### src/rtl/gate_sweep_ctrl_pkg.sv
// Shared op codes, FSM state encoding and helpers for the gate sweep sequencer.
package gate_sweep_ctrl_pkg;

  localparam logic [2:0] OP_AND  = 3'd0;
  localparam logic [2:0] OP_OR   = 3'd1;
  localparam logic [2:0] OP_XOR  = 3'd2;
  localparam logic [2:0] OP_XNOR = 3'd3;
  localparam logic [2:0] OP_NAND = 3'd4;
  localparam logic [2:0] OP_NOR  = 3'd5;

  typedef enum logic [1:0] {
    ST_IDLE  = 2'd0,
    ST_DRIVE = 2'd1,
    ST_DONE  = 2'd2
  } state_t;

  // Codes 6 and 7 are reserved and must be rejected at start.
  function automatic logic op_legal(input logic [2:0] op);
    return (op <= OP_NOR);
  endfunction

endpackage

### src/rtl/gate_sweep_ctrl_golden.sv
// Golden reference for an N-input gate: reduction AND/OR/XOR and their inversions.
// Reserved op codes return 0; the sequencer never runs a sweep with them.
module gate_golden
  import gate_sweep_ctrl_pkg::*;
#(
  parameter int N_IN = 2
) (
  input  logic [2:0]      op,
  input  logic [N_IN-1:0] vec,
  output logic            expected
);

  // Select the expected gate output for the current vector.
  always_comb begin
    expected = 1'b0;
    case (op)
      OP_AND:  expected = &vec;
      OP_OR:   expected = |vec;
      OP_XOR:  expected = ^vec;
      OP_XNOR: expected = ~^vec;
      OP_NAND: expected = ~&vec;
      OP_NOR:  expected = ~|vec;
      default: expected = 1'b0;
    endcase
  end

endmodule

### src/rtl/gate_sweep_ctrl.sv
// Gate sweep sequencer: walks every input vector of a gate under test in
// ascending order, holds each for dwell+1 cycles, checks the gate output
// against the golden function on the last cycle of each hold and reports
// the pass/fail summary.
//
//   state    | meaning
//   ---------+-------------------------------------------------------------
//   ST_IDLE  | waiting for start; results of the last sweep held
//   ST_DRIVE | driving dut_in, counting dwell, comparing on the last cycle
//   ST_DONE  | one cycle: done pulse, pass valid, dut_in back to 0
module gate_sweep_ctrl
  import gate_sweep_ctrl_pkg::*;
#(
  parameter int N_IN    = 2,
  parameter int DWELL_W = 8
) (
  input  logic               clk,
  input  logic               rst,
  input  logic               start,
  input  logic [2:0]         op_sel,
  input  logic [DWELL_W-1:0] dwell,
  output logic [N_IN-1:0]    dut_in,
  input  logic               dut_out,
  output logic               busy,
  output logic               done,
  output logic               pass,
  output logic [N_IN:0]      err_cnt,
  output logic [N_IN-1:0]    fail_vec,
  output logic               bad_op
);

  localparam logic [N_IN-1:0]    LAST_VEC = '1;
  localparam logic [N_IN-1:0]    ONE_VEC  = N_IN'(1);
  localparam logic [DWELL_W-1:0] ONE_CNT  = DWELL_W'(1);

  state_t             state;
  logic [2:0]         op_q;
  logic [DWELL_W-1:0] dwell_q;
  logic [DWELL_W-1:0] cnt;
  logic               golden_bit;
  logic               mismatch;
  logic [N_IN:0]      err_next;

  gate_golden #(.N_IN(N_IN)) u_golden (
    .op       (op_q),
    .vec      (dut_in),
    .expected (golden_bit)
  );

  // Compare path is the only combinational use of dut_out; err_next folds in
  // the current compare so the final vector counts toward pass.
  assign mismatch = (dut_out != golden_bit);
  assign err_next = err_cnt + (N_IN + 1)'(mismatch);

  // Sequencer FSM with dwell counter, vector counter and result registers.
  always_ff @(posedge clk or posedge rst) begin
    if (rst) begin
      state    <= ST_IDLE;
      op_q     <= OP_AND;
      dwell_q  <= '0;
      cnt      <= '0;
      dut_in   <= '0;
      busy     <= 1'b0;
      done     <= 1'b0;
      pass     <= 1'b0;
      err_cnt  <= '0;
      fail_vec <= '0;
      bad_op   <= 1'b0;
    end else begin
      done   <= 1'b0;
      bad_op <= 1'b0;
      case (state)
        ST_IDLE: begin
          if (start) begin
            if (op_legal(op_sel)) begin
              op_q     <= op_sel;
              dwell_q  <= dwell;
              err_cnt  <= '0;
              fail_vec <= '0;
              pass     <= 1'b0;
              dut_in   <= '0;
              cnt      <= '0;
              busy     <= 1'b1;
              state    <= ST_DRIVE;
            end else begin
              bad_op <= 1'b1;
            end
          end
        end
        ST_DRIVE: begin
          if (cnt == dwell_q) begin
            cnt <= '0;
            if (mismatch) begin
              err_cnt <= err_next;
              if (err_cnt == '0) fail_vec <= dut_in;
            end
            if (dut_in == LAST_VEC) begin
              busy   <= 1'b0;
              done   <= 1'b1;
              pass   <= (err_next == '0);
              dut_in <= '0;
              state  <= ST_DONE;
            end else begin
              dut_in <= dut_in + ONE_VEC;
            end
          end else begin
            cnt <= cnt + ONE_CNT;
          end
        end
        ST_DONE: begin
          state <= ST_IDLE;
        end
        default: begin
          state <= ST_IDLE;
        end
      endcase
    end
  end

endmodule

### config.mk
export PLATFORM = sky130hd
export DESIGN_NAME = gate_sweep_ctrl
export DESIGN_NICKNAME = d
export VERILOG_FILES = /design/src/rtl/gate_sweep_ctrl_pkg.sv /design/src/rtl/gate_sweep_ctrl_golden.sv /design/src/rtl/gate_sweep_ctrl.sv
export SDC_FILE = /design/constraint.sdc
export NUM_CORES = 1
export LEC_CHECK = 0
export CORE_MARGIN = 8
export CORE_UTILIZATION = 40
export DETAILED_ROUTE_END_ITERATION = 8
export GPL_ROUTABILITY_DRIVEN = 0
export GPL_TIMING_DRIVEN = 0
export HOLD_SLACK_MARGIN = 0.08
export SYNTH_ARGS = -nofsm -noshare
export SYNTH_HDL_FRONTEND = slang
export SYNTH_HIERARCHICAL = 1
export SYNTH_SLANG_ARGS = --single-unit
### constraint.sdc
create_clock -name clk -period 3.1 [get_ports clk]
set_input_delay 0.93 -clock clk [delete_from_list [all_inputs] [get_ports clk]]
set_output_delay 0.93 -clock clk [all_outputs]
set_load 0.03 [all_outputs]
# [After elaboration in Yosys (flattened, before gate mapping)]
# Cells that the tools add are included.
[word_totals] register_bits=32 input_bits=15 out_inout_bits=11 wordCells=88
[classes] addsub=3 order_cmp=1 eq_ne=15 mux=40 n_reduce_logical=18
[ops] operator="$mux 8" n=3
[ops] operator="$mux 2" n=11
[ops] operator="$pmux 8 s2" n=1
[ops] operator="$mux 1" n=14
[ops] operator="$mux 3" n=4
[ops] operator="$ne 2x2->1 const B" n=6
[ops] operator="$pmux 2 s2" n=3
[ops] operator="$reduce_and 5->1" n=2
[ops] operator="$logic_not 3->1" n=3
[ops] operator="$add 8x1->8 const B" n=1
[ops] operator="$eq 8x8->1" n=1
[ops] operator="$reduce_and 4->1" n=2
[ops] operator="$eq 3x2->1 const B" n=2
[ops] operator="$eq 3x3->1 const B" n=2
[ops] operator="$pmux 1 s6" n=1
[ops] operator="$pmux 3 s2" n=1
[ops] operator="$reduce_and 3->1" n=2
[ops] operator="$reduce_and 6->1" n=1
[ops] operator="$pmux 1 s2" n=2
[ops] operator="$add 3x1->3" n=1
[ops] operator="$eq 3x1->1 const B" n=1
[ops] operator="$le 3x3->1 const B" n=1
[ops] operator="$add 2x1->2 const B" n=1
[ops] operator="$eq 2x1->1 const B" n=1
[ops] operator="9 further kinds" n=10

# [Depth between registers and ports, before layout]
[depth] depth_word=9 depth_mapped=12 mapped_depth_nobuf=12

# [Cells and area by module]
# Netlist, hierarchy kept.
[modules_own_cells] module="gate_sweep_ctrl" n_inst=1 cells_each=144 area_each_um2=1589.0 seq_area_each_um2=800.8
[modules_own_cells] module="gate_golden" n_inst=1 cells_each=10 area_each_um2=76.3 seq_area_each_um2=0.0

# [Least setup slack after synthesis]
# Ideal clock, no wire load.
[synth_timing] path_kind="register -> register" startpoint="reg dut_in[0]" endpoint="reg pass" setup_ns=0.104 arrival_time_ns=2.572 t_required_ns=2.996 path_slack_ns=0.424 stages_incl_launch_ff=10 n_path_buf=0 period_less_slack_ns=2.676 path_cell_list="dfrtp_1 ha_1 or2_1 a21oi_2 mux2_1 xnor2_1 inv_1 ha_1 ha_1 o41ai_2"
[synth_via] elab_chain_cells=9 elab_cells_between_ends=16
[synth_rtl] element="from (decl)" line_no="gate_sweep_ctrl.sv:22" source="output logic [N_IN-1:0] dut_in,"
[synth_rtl] element="from (signal assigned)" line_no="gate_sweep_ctrl.sv:104" source="dut_in <= dut_in + ONE_VEC;"
[synth_rtl] element="$reduce_or 2->1 or $reduce_and 2->1 (tied branches)"
[synth_rtl] element="$logic_not 1->1 (on tied branches)" line_no="gate_sweep_ctrl_golden.sv:22, gate_sweep_ctrl_golden.sv:21"
[synth_rtl] element="$pmux 1 s6 *" line_no="gate_sweep_ctrl_golden.sv:16" source="case (op)"
[synth_rtl] element="named net golden_bit" line_no="gate_sweep_ctrl.sv:40" source="logic golden_bit;"
[synth_rtl] element="$ne 1x1->1 *" line_no="gate_sweep_ctrl.sv:52" source="assign mismatch = (dut_out != golden_bit);"
[synth_rtl] element="$add 3x1->3 *" line_no="gate_sweep_ctrl.sv:53" source="assign err_next = err_cnt + (N_IN + 1)'(mismatch);"
[synth_rtl] element="$logic_not 3->1 *" line_no="gate_sweep_ctrl.sv:100" source="pass <= (err_next == '0);"
[synth_rtl] element="$mux 1 *" line_no="gate_sweep_ctrl.sv:97" source="if (dut_in == LAST_VEC) begin"
[synth_rtl] element="$mux 1 *" line_no="gate_sweep_ctrl.sv:91" source="if (cnt == dwell_q) begin"
[synth_rtl] element="$pmux 1 s2 *" line_no="gate_sweep_ctrl.sv:72" source="case (state)"
[synth_rtl] element="to (signal assigned)" line_no="gate_sweep_ctrl.sv:100"
[synth_rtl] element="to (decl)" line_no="gate_sweep_ctrl.sv:26" source="output logic pass,"
# Mark *: on every way through the listed nets, which the timed path passes. The rest lies on a longest branch. The select of a mux whose other input is x is not followed.
# A chain may end at the register's enable or synchronous reset.

# [Worst setup path after layout]
# Ends and elaborated chain as after synthesis.

==> reports/results.ini <==
[run_status]
status=completed

[critical_path]
cp_num_buf_inv=2
setup.worst_path.end=pass$_DFFE_PP0P_
path_cells=inv_1 -> ha_1 -> xnor2_1 -> a21oi_1 -> mux2_1 -> xnor2_2 -> inv_1 -> ha_1 -> ha_1 -> o41ai_2
max_stage_delay_ps=460
worst-setup-path-type=reg2reg
r2r_cells=10
cpMaxStageDelayCell=dfrtp_1
cp-end-kind=flop
worstReg2RegEnd=pass$_DFFE_PP0P_
r2r_start=dut_in[0]$_DFFE_PP0P_
required_ps=3270
rrSetupSlack_ps=290
cp.arrival_ps=2980
worstSetupPathDepth=10
cp_max_fo=7
cp-startpoint=dut_in[0]$_DFFE_PP0P_
critical_path.startpoint_type=flop
cp_top_family=adder cells
crit_top_cell=ha_1

[clock_network]
clkTransAtPathRegs_ps=70
cts_tree=built
clk_latency_ps=280
clock_sinks=32
clockBufferDepth=2
post_cts_buffers=0
numCtsBuffers=5
h-tree-depth=2
cts_root_buf=clkbuf_8

[global_route]
grt_pass1_wl_microns=6180
globalRoute.totalOverflow=0
antenna_found_initial=0
grt_max_degree=33
grtUsageTotal_pct=12.3
grt_pass1_vias=1279

[detailed_routing]
antenna_left=0
routed_wl_microns=3680
wl_per_cell_microns=15.5
via_per_inst=5.38
dr.first_iter.drc_count=42
dr.pass1.iters=4
vias=1281
drc=0

[floorplan]
start_util_pct=41.6
num_rows=23
die_y_microns=80.5
dieArea_sq_um=6480
ios=26
die_x_microns=80.5
core_sq_um=4000

[sta]
rsz0062_at_grt=no
fmax_ghz=0.356
hold_viol=0
totalNegativeSetupSlack_ps=0
fin_ws_ps=289
setup_viol=0
drv_slew=0
max-slew-margin-rel_pct=59.3
fin_crit_sh_pct=90.7
skew_ps=6.34
worstMarginPinSlew_ps=605
post-route-min-period_ps=2810

[pwr]
p_sw_mw=0.736
powerDensity_nw_per_um2=880
peakVddDrop_mv=0.428
combPwrFrac_pct=43.7
p_sw_share_pct=39.8
p_int_mw=1.11
p_seq_share_pct=38.8
power.leakage_nw=0.926
p_clk_share_pct=17.5

[yosys]
syn_inst=154
synth_top_family_by_area=simple AND/OR/NAND/NOR gates
async_reset_ff_share_pct=100
synth_xor_area_share_pct=5.79
yosysWarnings=6
synth-adder-area-share_pct=4.51
netlist_area_sq_um=1670
ys_ff_latch=32
ys_seq_area_share_pct=48.1
avgSynthCellArea_sq_um=10.8
synth_cell_types=39
ys.flop_type=dfrtp_1
synth-simple-area-share_pct=14.3
synth_compound_area_share_pct=14.1
muxShareOfSynthArea_pct=8.72
synth_edf_count=0
syn_nets=175

[cells_and_area]
final_util_pct=52.6
final_cell_mix=32 x dfrtp_1, 25 x clkdlybuf4s50_1, 13 x nand2_1, 13 x o21ai_0, 11 x mux2_2
area_growth_pct=26.3
final_common_cell=dfrtp_1
drive_gt1_share_pct=16.5
num_antenna_cells=0
nets=208
fin_cells=238

[placement]
dp_slack_ps=33.4
dp_cells=229
dp_hpwl_microns=2800
io_buffers=25

[min_path]
holdCritPathClass=reg2reg

[run]
maxCapViolations=0

cells in the mapped netlist, types with 4 or more instances:
cell type	count	area, sq um
nand4_1	4	25.0
ha_1	6	75.1
a21oi_1	5	25.0
o21ai_0	13	65.1
xor2_1	9	78.8
inv_1	10	37.5
dfrtp_1	32	801
mux2_2	11	124
nand2_1	13	48.8
nand3_1	7	35.0
o311ai_0	4	35.0
per-layer routing:
layer	global-route usage [%]	up-vias	share of wire (%)
li1	-	616	-
met1	14.5	632	44
met2	20.0	29	49
met3	3.91	4	4.8
met4	5.45	0	1.4
met5	0	-	0
power groups by stage:
| stage | logic, mW | clock network, mW | registers [mW] |
|---|---|---|---|
| floorplan | 0.542 | 0 | 0.735 |
| global placement | 0.762 | 0 | 0.717 |
| detailed placement | 0.791 | 0 | 0.724 |
| CTS | 0.795 | 0.338 | 0.718 |
| finish | 0.810 | 0.323 | 0.718 |
| global route | 0.889 | 0.356 | 0.745 |
registers in the layout (all words and copies together) (netlist names):
| register | count |
|---|---|
| fail_vec | 2 |
| state | 2 |
| op_q | 3 |
| dwell_q | 8 |
| dut_in | 2 |
| pass | 1 |
| done | 1 |
| cnt | 8 |
| err_cnt | 3 |
| bad_op | 1 |
| busy | 1 |
area by class of cell:
cell class / count / area [sq um]
clock buffer: 8 / 90.1
sequential: 32 / 801
inverter: 10 / 37.5
buffer: 6 / 37.5
tap: 50 / 62.6
timing repair buffer: 26 / 278
fill: 361 / 1900
multi-input combinational: 106 / 797
per-stage QoR:
stage,power (mW),hold slack (ps),area (sq um)
after CTS,1.85,493,2070
after global routing,1.99,525,2100
final,1.85,480,2100
after floorplan,1.28,439,1670
after global placement,1.48,466,1980
after detailed placement,1.52,486,1980
cell families (layout without fill, tap and decap cells):
group                    Yosys count  count (layout)
AND/OR/NAND/NOR                   41              41
AO/OA/AOI/OAI                     35              35
flip-flops                        32              32
buffers and inverters             16              50
multiplexers                      13              13
XOR/XNOR                          11              11
adder cells (fa/ha/maj)            6               6
worst min path at each step:
stage / start / endpoint / slack (ps) / cells after the start
after floorplan: state[1]$_DFFE_PP0P_ / bad_op$_DFF_PP0_ / 440 / 1
final: state[1]$_DFFE_PP0P_ / bad_op$_DFF_PP0_ / 480 / 1
after CTS: state[1]$_DFFE_PP0P_ / bad_op$_DFF_PP0_ / 490 / 1
after global placement: state[1]$_DFFE_PP0P_ / bad_op$_DFF_PP0_ / 470 / 1
after global routing: state[1]$_DFFE_PP0P_ / bad_op$_DFF_PP0_ / 520 / 1
after detailed placement: state[1]$_DFFE_PP0P_ / bad_op$_DFF_PP0_ / 490 / 1
worst register-to-register path, stage by stage, from the launching register on:
cell     delay (ps)
dfrtp_1         460
inv_1            80
ha_1            320
xnor2_1         170
a21oi_1          80
mux2_1          320
xnor2_2         260
inv_1           150
ha_1            200
ha_1            310
o41ai_2         340
repair_timing:
action,in CTS,in global routing
endpoints found under the setup margin,0,1
hold buffers,0,0
resized for setup,0,1
No activity file was read; power rests on OpenSTA's default activity.
